--- config.mk ---
export PLATFORM = sky130hd
export DESIGN_NAME = bdiv12by6
export DESIGN_NICKNAME = d
export VERILOG_FILES = /design/src/rtl/bdiv12by6.sv
export SDC_FILE = /design/constraint.sdc
export NUM_CORES = 1
export LEC_CHECK = 0
export CELL_PAD_IN_SITES_DETAIL_PLACEMENT = 0
export CELL_PAD_IN_SITES_GLOBAL_PLACEMENT = 1
export CORE_ASPECT_RATIO = 0.6
export CORE_MARGIN = 8
export CORE_UTILIZATION = 37
export DETAILED_ROUTE_END_ITERATION = 16
export PLACE_DENSITY_LB_ADDON = 0.1
export RECOVER_POWER = 100
export SYNTH_ARGS = -nofsm -noshare
export SYNTH_HDL_FRONTEND = slang
export SYNTH_SLANG_ARGS = --single-unit
export TNS_END_PERCENT = 1
--- constraint.sdc ---
create_clock -name clk -period 4.8 [get_ports clk]
set_input_delay 1.44 -clock clk [delete_from_list [all_inputs] [get_ports clk]]
set_output_delay 1.44 -clock clk [all_outputs]
set_load 0.01 [all_outputs]
--- src/rtl/bdiv12by6.sv ---
// Sequential restoring divider: NW-bit dividend by DW-bit divisor, one quotient bit per clock.
// Valid/ready on both sides; the result is held in DONE until it is consumed.
//
//   state  | meaning
//   -------+---------------------------------------------------
//   S_IDLE | waiting for operands, in_ready=1
//   S_CALC | NW shift/compare/subtract iterations, MSB first
//   S_DONE | result presented with out_valid=1 until out_ready
module bdiv12by6 #(
    parameter int DW = 6,
    parameter int NW = 2 * DW
) (
    input  logic          clk,
    input  logic          rst_n,
    input  logic          in_valid,
    output logic          in_ready,
    input  logic [NW-1:0] N,
    input  logic [DW-1:0] D,
    output logic          out_valid,
    input  logic          out_ready,
    output logic [NW-1:0] Q,
    output logic [DW-1:0] R,
    output logic          dbz
);

    localparam int CW = $clog2(NW);

    typedef enum logic [1:0] {
        S_IDLE,
        S_CALC,
        S_DONE
    } state_t;

    state_t          state_q, state_d;
    logic [NW-1:0]   quo_q, quo_d;
    logic [DW-1:0]   rem_q, rem_d;
    logic [DW-1:0]   div_q, div_d;
    logic [DW-1:0]   nlo_q, nlo_d;
    logic [CW-1:0]   cnt_q, cnt_d;
    logic            zdiv_q, zdiv_d;
    logic [NW-1:0]   q_q, q_d;
    logic [DW-1:0]   r_q, r_d;
    logic            dbz_q, dbz_d;

    logic [DW:0]     rem_sh;
    logic            ge;
    logic [DW-1:0]   rem_nx;
    logic [NW-1:0]   quo_nx;

    // One restoring step; the remainder stays below the divisor, so it fits in DW bits.
    always_comb begin
        rem_sh = {rem_q, quo_q[NW-1]};
        ge     = (rem_sh >= {1'b0, div_q});
        rem_nx = ge ? DW'(rem_sh - {1'b0, div_q}) : rem_sh[DW-1:0];
        quo_nx = {quo_q[NW-2:0], ge};
    end

    always_comb begin
        state_d = state_q;
        quo_d   = quo_q;
        rem_d   = rem_q;
        div_d   = div_q;
        nlo_d   = nlo_q;
        cnt_d   = cnt_q;
        zdiv_d  = zdiv_q;
        q_d     = q_q;
        r_d     = r_q;
        dbz_d   = dbz_q;
        case (state_q)
            S_IDLE: begin
                if (in_valid) begin
                    quo_d   = N;
                    nlo_d   = N[DW-1:0];
                    div_d   = D;
                    rem_d   = '0;
                    cnt_d   = CW'(NW - 1);
                    zdiv_d  = (D == '0);
                    state_d = S_CALC;
                end
            end
            S_CALC: begin
                rem_d = rem_nx;
                quo_d = quo_nx;
                if (cnt_q == '0) begin
                    // Divide-by-zero still runs full length; only the presented result is forced.
                    q_d     = zdiv_q ? '1 : quo_nx;
                    r_d     = zdiv_q ? nlo_q : rem_nx;
                    dbz_d   = zdiv_q;
                    state_d = S_DONE;
                end else begin
                    cnt_d = cnt_q - 1'b1;
                end
            end
            S_DONE: begin
                if (out_ready) state_d = S_IDLE;
            end
            default: state_d = S_IDLE;
        endcase
    end

    always_ff @(posedge clk or negedge rst_n) begin
        if (!rst_n) begin
            state_q <= S_IDLE;
            quo_q   <= '0;
            rem_q   <= '0;
            div_q   <= '0;
            nlo_q   <= '0;
            cnt_q   <= '0;
            zdiv_q  <= 1'b0;
            q_q     <= '0;
            r_q     <= '0;
            dbz_q   <= 1'b0;
        end else begin
            state_q <= state_d;
            quo_q   <= quo_d;
            rem_q   <= rem_d;
            div_q   <= div_d;
            nlo_q   <= nlo_d;
            cnt_q   <= cnt_d;
            zdiv_q  <= zdiv_d;
            q_q     <= q_d;
            r_q     <= r_d;
            dbz_q   <= dbz_d;
        end
    end

    // in_ready is gated by rst_n so it reads 0 for the whole reset interval.
    assign in_ready  = rst_n && (state_q == S_IDLE);
    assign out_valid = (state_q == S_DONE);
    assign Q         = q_q;
    assign R         = r_q;
    assign dbz       = dbz_q;

endmodule

==> summary.txt, run 1 <==
Outcome
  – Status: finished, final reports clean

Worst setup path
  – Crit path DAT: 2.25 ns
  – Crit start category: primary input
  – Cells on worst reg2reg path: 6
  – R2R Path End: Q[0]$_DFFE_PN0P_
  – CP Capture Point: in_ready
  – Critical path endpoint category: output pin
  – Crit. Startpoint: rst_n
  – Critical Path RT: 3.36 ns
  – CP max FO: 2
  – R2r setup slk: 2.00 ns
  – WS Path Type: in2out
  – Reg2reg start: cnt_q[0]$_DFFE_PN0P_

Timing
  – RSZ-0062 raised after global routing: no
  – Final hold slack: 0.462 ns
  – Final Hold Fails: 0
  – Max-slew violations: 0
  – Relative slew margins: 0.0569
  – Measured slew at the worst slew-check pin: 1.41 ns
  – Total Neg Setup Slack: 0 ns
  – Share of the clock period used by the worst path: 0.770
  – Period minus WS final: 3.69 ns
  – FMAX: 0.271 GHz
  – Final setup fails: 0
  – Worst clock skew: 0.00353 ns
  – Post-route setup slack: 1.11 ns

Floorplanning
  – Die ar.: 10400 µm²
  – Die Y: 82.4 µm
  – Core Region: 7180 µm²
  – Die Wd: 127 µm
  – Starting Density: 0.379
  – FP Rows: 24
  – IO Pins: 43

Cells and area
  – Final instance count without filler cells: 419
  – Share of layout cells above drive strength 1: 0.0305
  – Area Growth Syn to Fin: 22.7%
  – N_diodes: 0
  – Post-Route Utilization: 0.465
  – Final layout net count: 359

Synth
  – Synthesized flop and latch total: 56
  – Most used flip-flop cell after synthesis: dfrtp_1
  – Synth area leaders: dfrtp_1, nand2_1, o21ai_0
  – Distinct cell type count after synthesis: 38
  – Post-synth EDFFs: 0
  – Synthesized area: 2720 µm²
  – Post-Syn Instances: 289
  – Synth async-reset ratio: 1.00
  – Top cell type's share of synthesized area: 0.515
  – Synthesis Warnings: 0
  – Top cell type by total area after synthesis: dfrtp_1
  – Post-synthesis sequential area ratio: 0.515
  – Syn Area/Cell: 9.41 µm²
  – Most frequent cell after synthesis: nand2_1
  – Commonest cells post-synth: nand2_1, dfrtp_1, o21ai_0
  – Syn_nets: 321

Routing
  – ANT nets after route: 0
  – DRC errors left: 0
  – WL final: 6630 µm
  – Via Count: 2068
  – DRT Pass-1 Iters: 6
  – Drt via density: 4.94
  – 1st-iter DRT viols: 111
  – Wirelength per Cell: 15.8 µm

Power and ir drop
  – VDD IR max: 259 µV
  – Pwr/cell area: 709 nW/µm²
  – Leakage power: 0.00159 µW

Global route
  – Remaining global-route overflow: 0
  – Total GRT Usage: 0.137
  – Largest net degree at the start of global routing: 57
  – Vias in the first global route: 2077
  – Initial antenna violation count: 0
  – Global-route wire length before repair: 11000 µm

Placed design
  – GP Congestion: 0.807
  – Hpwl dp: 4540 µm
  – I/O Buffers: 42
  – Placed cell count: 411
  – Place WS: 1.18 ns

Clock network
  – # hold bufs at CTS: 0
  – CTS Buffer Depth: 2
  – Reg clk slew, reported paths: 0.07 ns
  – Root Buffer: clkbuf_16
  – CTS Sinks: 56
  – Inserted Clock Buffers: 5
  – # resized after CTS: 0
  – Clk_lat worst skew: 0.30 ns
  – Max H-tree Level: 2
  – CTS tree: yes
  – Post-CTS Setup Inserts: 0

Job
  – # Max-Cap Violations: 0

Hold path
  – Hold Crit Class: reg2reg
==> layer usage <==
| layer | global-route usage | vias up | routed length (µm) |
|---|---|---|---|
| li1 | - | 1051 | - |
| met1 | 0.189 | 980 | 3540 |
| met3 | 0.0417 | 8 | 295 |
| met4 | 0.0566 | 0 | 95 |
| met2 | 0.199 | 29 | 2700 |
| met5 | 0 | - | 0 |
==> sequential cells by signal, summed over array words and instances, names as in the netlist <==
name and count:
dbz 1, R 6, state_q 2, rem_q 6, div_q 6, nlo_q 6, zdiv_q 1, cnt_q 4
quo_q 12, Q 12
==> cells by family after synthesis <==
family,Yosys count,synth area share
AO/OA/AOI/OAI,67,0.143
XOR/XNOR,4,0.0129
adder cells (fa/ha/maj),10,0.0488
buffers and inverters,26,0.0419
flip-flops,56,0.515
multiplexers,17,0.0644
AND/OR/NAND/NOR,109,0.174
==> cell usage in the layout (no fill, tap or decap), types with 2 or more instances in the layout <==
master / netlist / layout
ha_1: 9 / 9
clkdlybuf4s50_1: 0 / 19
clkbuf_16: 0 / 5
nand3b_1: 4 / 4
clkbuf_1: 8 / 4
a21oi_1: 13 / 13
nor3b_1: 2 / 2
nand2b_1: 6 / 6
o21ai_0: 37 / 39
o211ai_1: 2 / 3
xor2_1: 3 / 3
nand3_1: 3 / 3
nor2b_1: 3 / 3
o21ai_1: 4 / 2
dfrtp_1: 56 / 56
dlygate4sd3_1: 0 / 22
inv_1: 12 / 12
and2_0: 0 / 2
mux2i_1: 16 / 16
nor2_1: 9 / 9
nand2_1: 76 / 76
==> cell type report <==
type	count	area [µm²]
multi-input cells	207	1200
inverters	12	45.0
clock buffers	8	146
fillers	720	3840
repair buffers	45	430
well taps	91	114
flip-flops and latches	56	1400
==> report_power, final <==
group / switching (µW) / internal (µW) / leakage [µW]
combinational: 627 / 507 / 0.000833
sequential: 149 / 706 / 0.000686
clock: 167 / 209 / 0.0000712
==> per-stage QoR <==
stage	instance area [µm²]	power, µW
2_1_floorplan	2720	1660
3_3_place_gp	3200	2020
3_5_place_dp	3200	2050
4_1_cts	3350	2430
5_1_grt	3340	2590
6_report	3340	2370
==> worst min path at each step <==
stage,start,cells past startpoint,endpoint
after global routing,nlo_q[3]$_DFFE_PN0P_,2,nlo_q[3]$_DFFE_PN0P_
after global placement,Q[9]$_DFFE_PN0P_,2,Q[9]$_DFFE_PN0P_
after detailed placement,Q[6]$_DFFE_PN0P_,2,Q[6]$_DFFE_PN0P_
after floorplan,nlo_q[3]$_DFFE_PN0P_,2,nlo_q[3]$_DFFE_PN0P_
after CTS,Q[6]$_DFFE_PN0P_,2,Q[6]$_DFFE_PN0P_
final,Q[6]$_DFFE_PN0P_,2,Q[6]$_DFFE_PN0P_
==> worst max-delay path, stage by stage <==
cell and delay, ns:
clkbuf_1 0.10, and2_1 0.12, dlygate4sd3_1 0.60
(Power assumes the default switching activity.)
==> run 2: changes to the inputs <==
==> constraint.sdc (replaced) <==
create_clock -name clk -period 3.1 [get_ports clk]
set_input_delay 0.93 -clock clk [delete_from_list [all_inputs] [get_ports clk]]
set_output_delay 0.93 -clock clk [all_outputs]
set_load 0.01 [all_outputs]
==> run 2 against run 1 <==
Compared with the run above: combinational power up 54%; count of clock-buffer cells in the layout fell by 1; first-iteration DRC count is 42% higher; register-to-register slack got worse by 1.2 ns; sequential share of layout area decreased by 0.59 points; clock skew rose by 0.0038 ns; cell count grew 0.72%; largest cell class unchanged.
==> summary.txt, run 2 (same netlist as run 1, synthesis figures left out) <==
Global route
  – Global-route wire length before repair: 11500 µm (+5.0%)
  – Total GRT Usage: 0.141 (+0.00367)
  – Vias in the first global route: 2231 (+7.4%)
  – Largest net degree at the start of global routing: 57 (unchanged)
  – Initial antenna violation count: 0 (unchanged)
  – Remaining global-route overflow: 0 (unchanged)

Worst setup path
  – WS Path Type: in2out
  – Crit start category: primary input
  – CP peak stage delay: 0.60 ns (about the same)
  – Critical Path RT: 2.17 ns (-1.19 ns)
  – CP max-delay cell: dlygate4sd3_1
  – Critical path endpoint category: output pin
  – CP max FO: 2 (unchanged)
  – Sequence of cells on the critical path: clkbuf_1 -> and2_1 -> dlygate4sd3_1
  – Crit path DAT: 1.75 ns (-0.50 ns)

Floorplanning
  – Starting Density: 0.379 (unchanged)
  – FP Rows: 24 (unchanged)
  – Core Region: 7180 µm² (unchanged)
  – Die ar.: 10400 µm² (unchanged)
  – Die Y: 82.4 µm (unchanged)
  – Die Wd: 127 µm (unchanged)
  – IO Pins: 43 (unchanged)

Clock network
  – Reg clk slew, reported paths: 0.07 ns (about the same)
  – Post-CTS Setup Inserts: 0 (unchanged)
  – Max H-tree Level: 2 (unchanged)
  – # resized after CTS: 0 (unchanged)
  – Root Buffer: clkbuf_16
  – Inserted Clock Buffers: 5 (unchanged)
  – CTS Buffer Depth: 2 (unchanged)
  – # hold bufs at CTS: 0 (unchanged)
  – Clk_lat worst skew: 0.30 ns (about the same)
  – CTS tree: yes
  – CTS Sinks: 56 (unchanged)

Timing
  – Final Hold Fails: 0 (unchanged)
  – Measured slew at the worst slew-check pin: 1.45 ns (+0.0360 ns)
  – Post-route setup slack: 0.421 ns (-0.684 ns)
  – Relative slew margins: 0.0329 (-0.0240)
  – Max-slew violations: 0 (unchanged)
  – Share of the clock period used by the worst path: 0.864
  – Period minus WS final: 2.68 ns
  – RSZ-0062 raised after global routing: no
  – Final hold slack: 0.458 ns (-0.00461 ns)
  – Worst clock skew: 0.00735 ns (+0.00382 ns)
  – Final setup fails: 0 (unchanged)
  – FMAX: 0.373 GHz
  – Total Neg Setup Slack: 0 ns (unchanged)

Cells and area
  – Final layout net count: 362 (+0.84%)
  – Most common cell after layout, fill and taps aside: nand2_1
  – Fillers: 707 (-1.8%)
  – Area Growth Syn to Fin: 24.4%
  – Most frequent cells in the layout: nand2_1, dfrtp_1, o21ai_0, dlygate4sd3_1, clkdlybuf4s50_1
  – N_diodes: 0 (unchanged)
  – Share of layout cells above drive strength 1: 0.0363 (+0.00577)

Routing
  – DRT Pass-1 Iters: 4 (-2)
  – Wirelength per Cell: 15.8 µm (about the same)
  – 1st-iter DRT viols: 158 (+42%)
  – ANT nets after route: 0 (unchanged)
  – DRC errors left: 0 (unchanged)
  – WL final: 6690 µm (+0.81%)
  – Via Count: 2081 (+0.63%)
  – Drt via density: 4.93 (about the same)

Placed design
  – Hpwl dp: 4700 µm (+3.5%)
  – GP Congestion: 0.803 (-0.53%)
  – I/O Buffers: 42 (unchanged)
  – Place WS: 0.505 ns (-0.677 ns)

Power and ir drop
  – VDD IR max: 482 µV (+86%)
  – Pwr/cell area: 1110 nW/µm² (+57%)
  – Leakage power: 0.00162 µW (+1.7%)

Job
  – # Max-Cap Violations: 0 (unchanged)

Outcome
  – Status: finished, final reports clean

Hold path
  – Hold Crit Class: reg2reg
-- run 2: changes by cell type in the layout (fill, tap and decap cells not counted), sizes merged --
| cell | previous run | this run |
|---|---|---|
| buf | 1 | 3 |
| bufinv | 0 | 1 |
-- run 2: per-layer routing --
| metal | vias to the layer above | track usage | routed length (µm) |
|---|---|---|---|
| li1 | 1055 | - | - |
| met1 | 994 | 0.201 | 3630 |
| met4 | 0 | 0.0425 | 40 |
| met3 | 4 | 0.0455 | 352 |
| met2 | 28 | 0.199 | 2670 |
| met5 | - | 0 | 0 |
-- run 2: critical path, delay by kind of cell --
family / cells / cell delay [ns]
AND/OR/NAND/NOR: 1 / 0.12
buffers and inverters: 2 / 0.70
-- run 2: per-stage QoR --
step	area [µm²]	cells	power [µW]	utilization
finish	3380	422	3750	0.471
global route	3380	422	4130	0.471
CTS	3410	422	3890	0.475
detailed placement	3220	414	3180	0.449
global placement	3220	414	3150	0.449
floorplan	2720	289	2570	-
-- run 2: final cells by class --
cell class	count	area, µm²	share of cell area
Clock inverter	1	30.0	0.00888
Clock buffer	7	153	0.0451
Multi-Input combinational cell	207	1190	0.352
Inverter	12	45.0	0.0133
Tap cell	91	114	0.0337
Sequential cell	56	1400	0.414
Timing Repair Buffer	48	449	0.133
-- run 2: path summary, 6_finish.rpt --
kind                                       from                   end  slack (ns)  cells past startpoint
setup / recovery                          rst_n              in_ready        0.42                      3
hold / removal                 Q[9]$_DFFE_PN0P_      Q[9]$_DFFE_PN0P_        0.46                      2
setup reg to reg           rem_q[1]$_DFFE_PN0P_      R[0]$_DFFE_PN0P_        0.79                      6
hold reg to reg                Q[9]$_DFFE_PN0P_      Q[9]$_DFFE_PN0P_        0.46                      2
max in group asynchronous                 rst_n      Q[6]$_DFFE_PN0P_        1.13                      2
min in group asynchronous                 rst_n  quo_q[8]$_DFFE_PN0P_        1.11                      2
-- run 2: power by group --
part	internal (µW)	switching [µW]	leakage, µW
Sequential	1090	231	0.000686
Combinational	777	966	0.000841
Clock	426	262	0.0000901
==> run 3: changes to the inputs <==
--- a/config.mk
+++ b/config.mk
@@ -16,4 +16,4 @@
 export SYNTH_ARGS = -nofsm -noshare
 export SYNTH_HDL_FRONTEND = slang
 export SYNTH_SLANG_ARGS = --single-unit
-export TNS_END_PERCENT = 1
+export TNS_END_PERCENT = 100
==> results of run 3 <==
Same layout as run 2: the final DEF is identical, and so are final timing and power.
==> patch, RTL diff (config.mk and constraints of run 3) <==
Set the parameter `DW` to 7 (it was 6).
--- a/src/rtl/bdiv12by6.sv
+++ b/src/rtl/bdiv12by6.sv
@@ -8,5 +8,5 @@
 //   S_DONE | result presented with out_valid=1 until out_ready
 module bdiv12by6 #(
-    parameter int DW = 6,
+    parameter int DW = 7,
     parameter int NW = 2 * DW
 ) (
Interface: changed (resized D, N, Q and R); port bits go from 43 to 49. The function was not compared with the original's and may differ.
==> patch against run 3 <==
- the run now ends with max-capacitance violations, max-slew violations left
- sequential cell count grew 8
- largest power group unchanged
- synthesized area grew 16%
- worst setup slack lost 0.023 ns
- count of clock-buffer cells in the layout grew 5
- design area grew 18%
- critical path type is now input pin to flop
- largest cell class unchanged
- register-to-register slack lost 0.37 ns
- total power grew 21%
- core utilization grew 0.49 points
- wire length grew 18%
==> patch: results (changes against run 3) <==
* Max-Slew Margin vs Limit at -8.928% (was 3.288%)
* Status: complete, but fails checks (was complete, no violations)
* Fin. max-slew vios at 65 (was 0)
* Vias in the first global route at 2449 (was 2231)
* Clock-pin slew on the worst setup and hold paths at 0.05 ns (was 0.07 ns)
* Violated checks: max-capacitance violations, max-slew violations
* Crit-path max FO at 23 (was 2)
* Clock Latency Late Sink at 0.33 ns (was 0.30 ns)
* Hold Path End: Q[7] (was Q[9])
* R2r setup slk at 0.42 ns (was 0.79 ns)
* Dpl ws at 0.4541 ns (was 0.5047 ns)
* Fraction of layout cells with a size suffix above 1 at 7.125% (was 3.625%)
* Gpl congestion at 0.7512 (was 0.8028)
* DR WL met2 at 3.191 mm (was 2.666 mm)
* GR Util All Layers at 14.33% (was 14.11%)
* Crit path DAT at 2.91 ns (was 1.75 ns)
* WL met3 at 349 µm (was 352 µm)
* Peak supply drop at 0.4272 mV (was 0.4817 mV)
* Placed wire-length estimate at 5.588 mm (was 4.703 mm)
* WL/cell at 15.62 µm (was 15.84 µm)
* Metal-1 WL at 4.226 mm (was 3.626 mm)
* R2r startpoint: quo_q[13] (was rem_q[1])
* Post-Route WL at 7.889 mm (was 6.686 mm)
* Max H-tree Level at 3 (was 2)
* Hold_sp: Q[7] (was Q[9])
* Compound-Gate Fraction of Synth Area at 13.97% (was 14.27%)
* Cells on worst reg2reg path at 9 (was 6)
* Main area contributors after synthesis: dfrtp_1, nand2_1, o21ai_0 (unchanged)
* GR Util met3 at 4.696% (was 4.551%)
* Row count at 26 (was 24)
* Post-synthesis mux area share at 6.450% (was 6.443%)
* Max_cap viols at 1 (was 0)
* Met2 usage at 19.15% (was 19.95%)
* Cell Area, Placed at 3744 µm² (was 3224 µm²)
* Adder-cell share of the synthesized area at 3.799% (was 4.878%)
* Clock skew at 0.004515 ns (was 0.007348 ns)
* Distinct cell type count after synthesis at 46 (was 38)
* First-pass GRT wire length at 12.96 mm (was 11.51 mm)
* Vias per Instance at 4.907 (was 4.931)
* CP startpoint: in_valid (was rst_n)
patch: changes by cell type after synthesis, moves of 3 or more:
cell / change
a21oi_1: -4
clkbuf_1: +7
dfrtp_1: +8
mux2_2: +3
nand2_1: +6
nor2_1: +14
o21ai_0: +11
o21ai_1: -4
o221ai_1: +4
or3_1: +3
patch: area by class of cell:
cell class / instances / area (µm²)
clock buffer: 12 / 246.5
clock inverter: 4 / 20.02
fill: 841 / 4395
inverter: 14 / 52.55
multi-input combinational: 245 / 1429
sequential: 64 / 1602
tap: 112 / 140.1
timing repair buffer: 54 / 508.0
patch: power by group:
part,switching (W),internal [W]
clock,0.000350,0.000556
sequential,0.000262,0.00124
combinational,0.00119,0.000963
patch: worst reg2reg max path: stages, from the launching register on:
cell and delay, ns:
dfrtp_1 0.37, inv_1 0.07, ha_1 0.16, inv_1 0.05
fa_1 0.41, a211oi_1 0.48, nor3_1 0.11, nand3b_4 0.28
or3_1 0.36, a32o_1 0.26
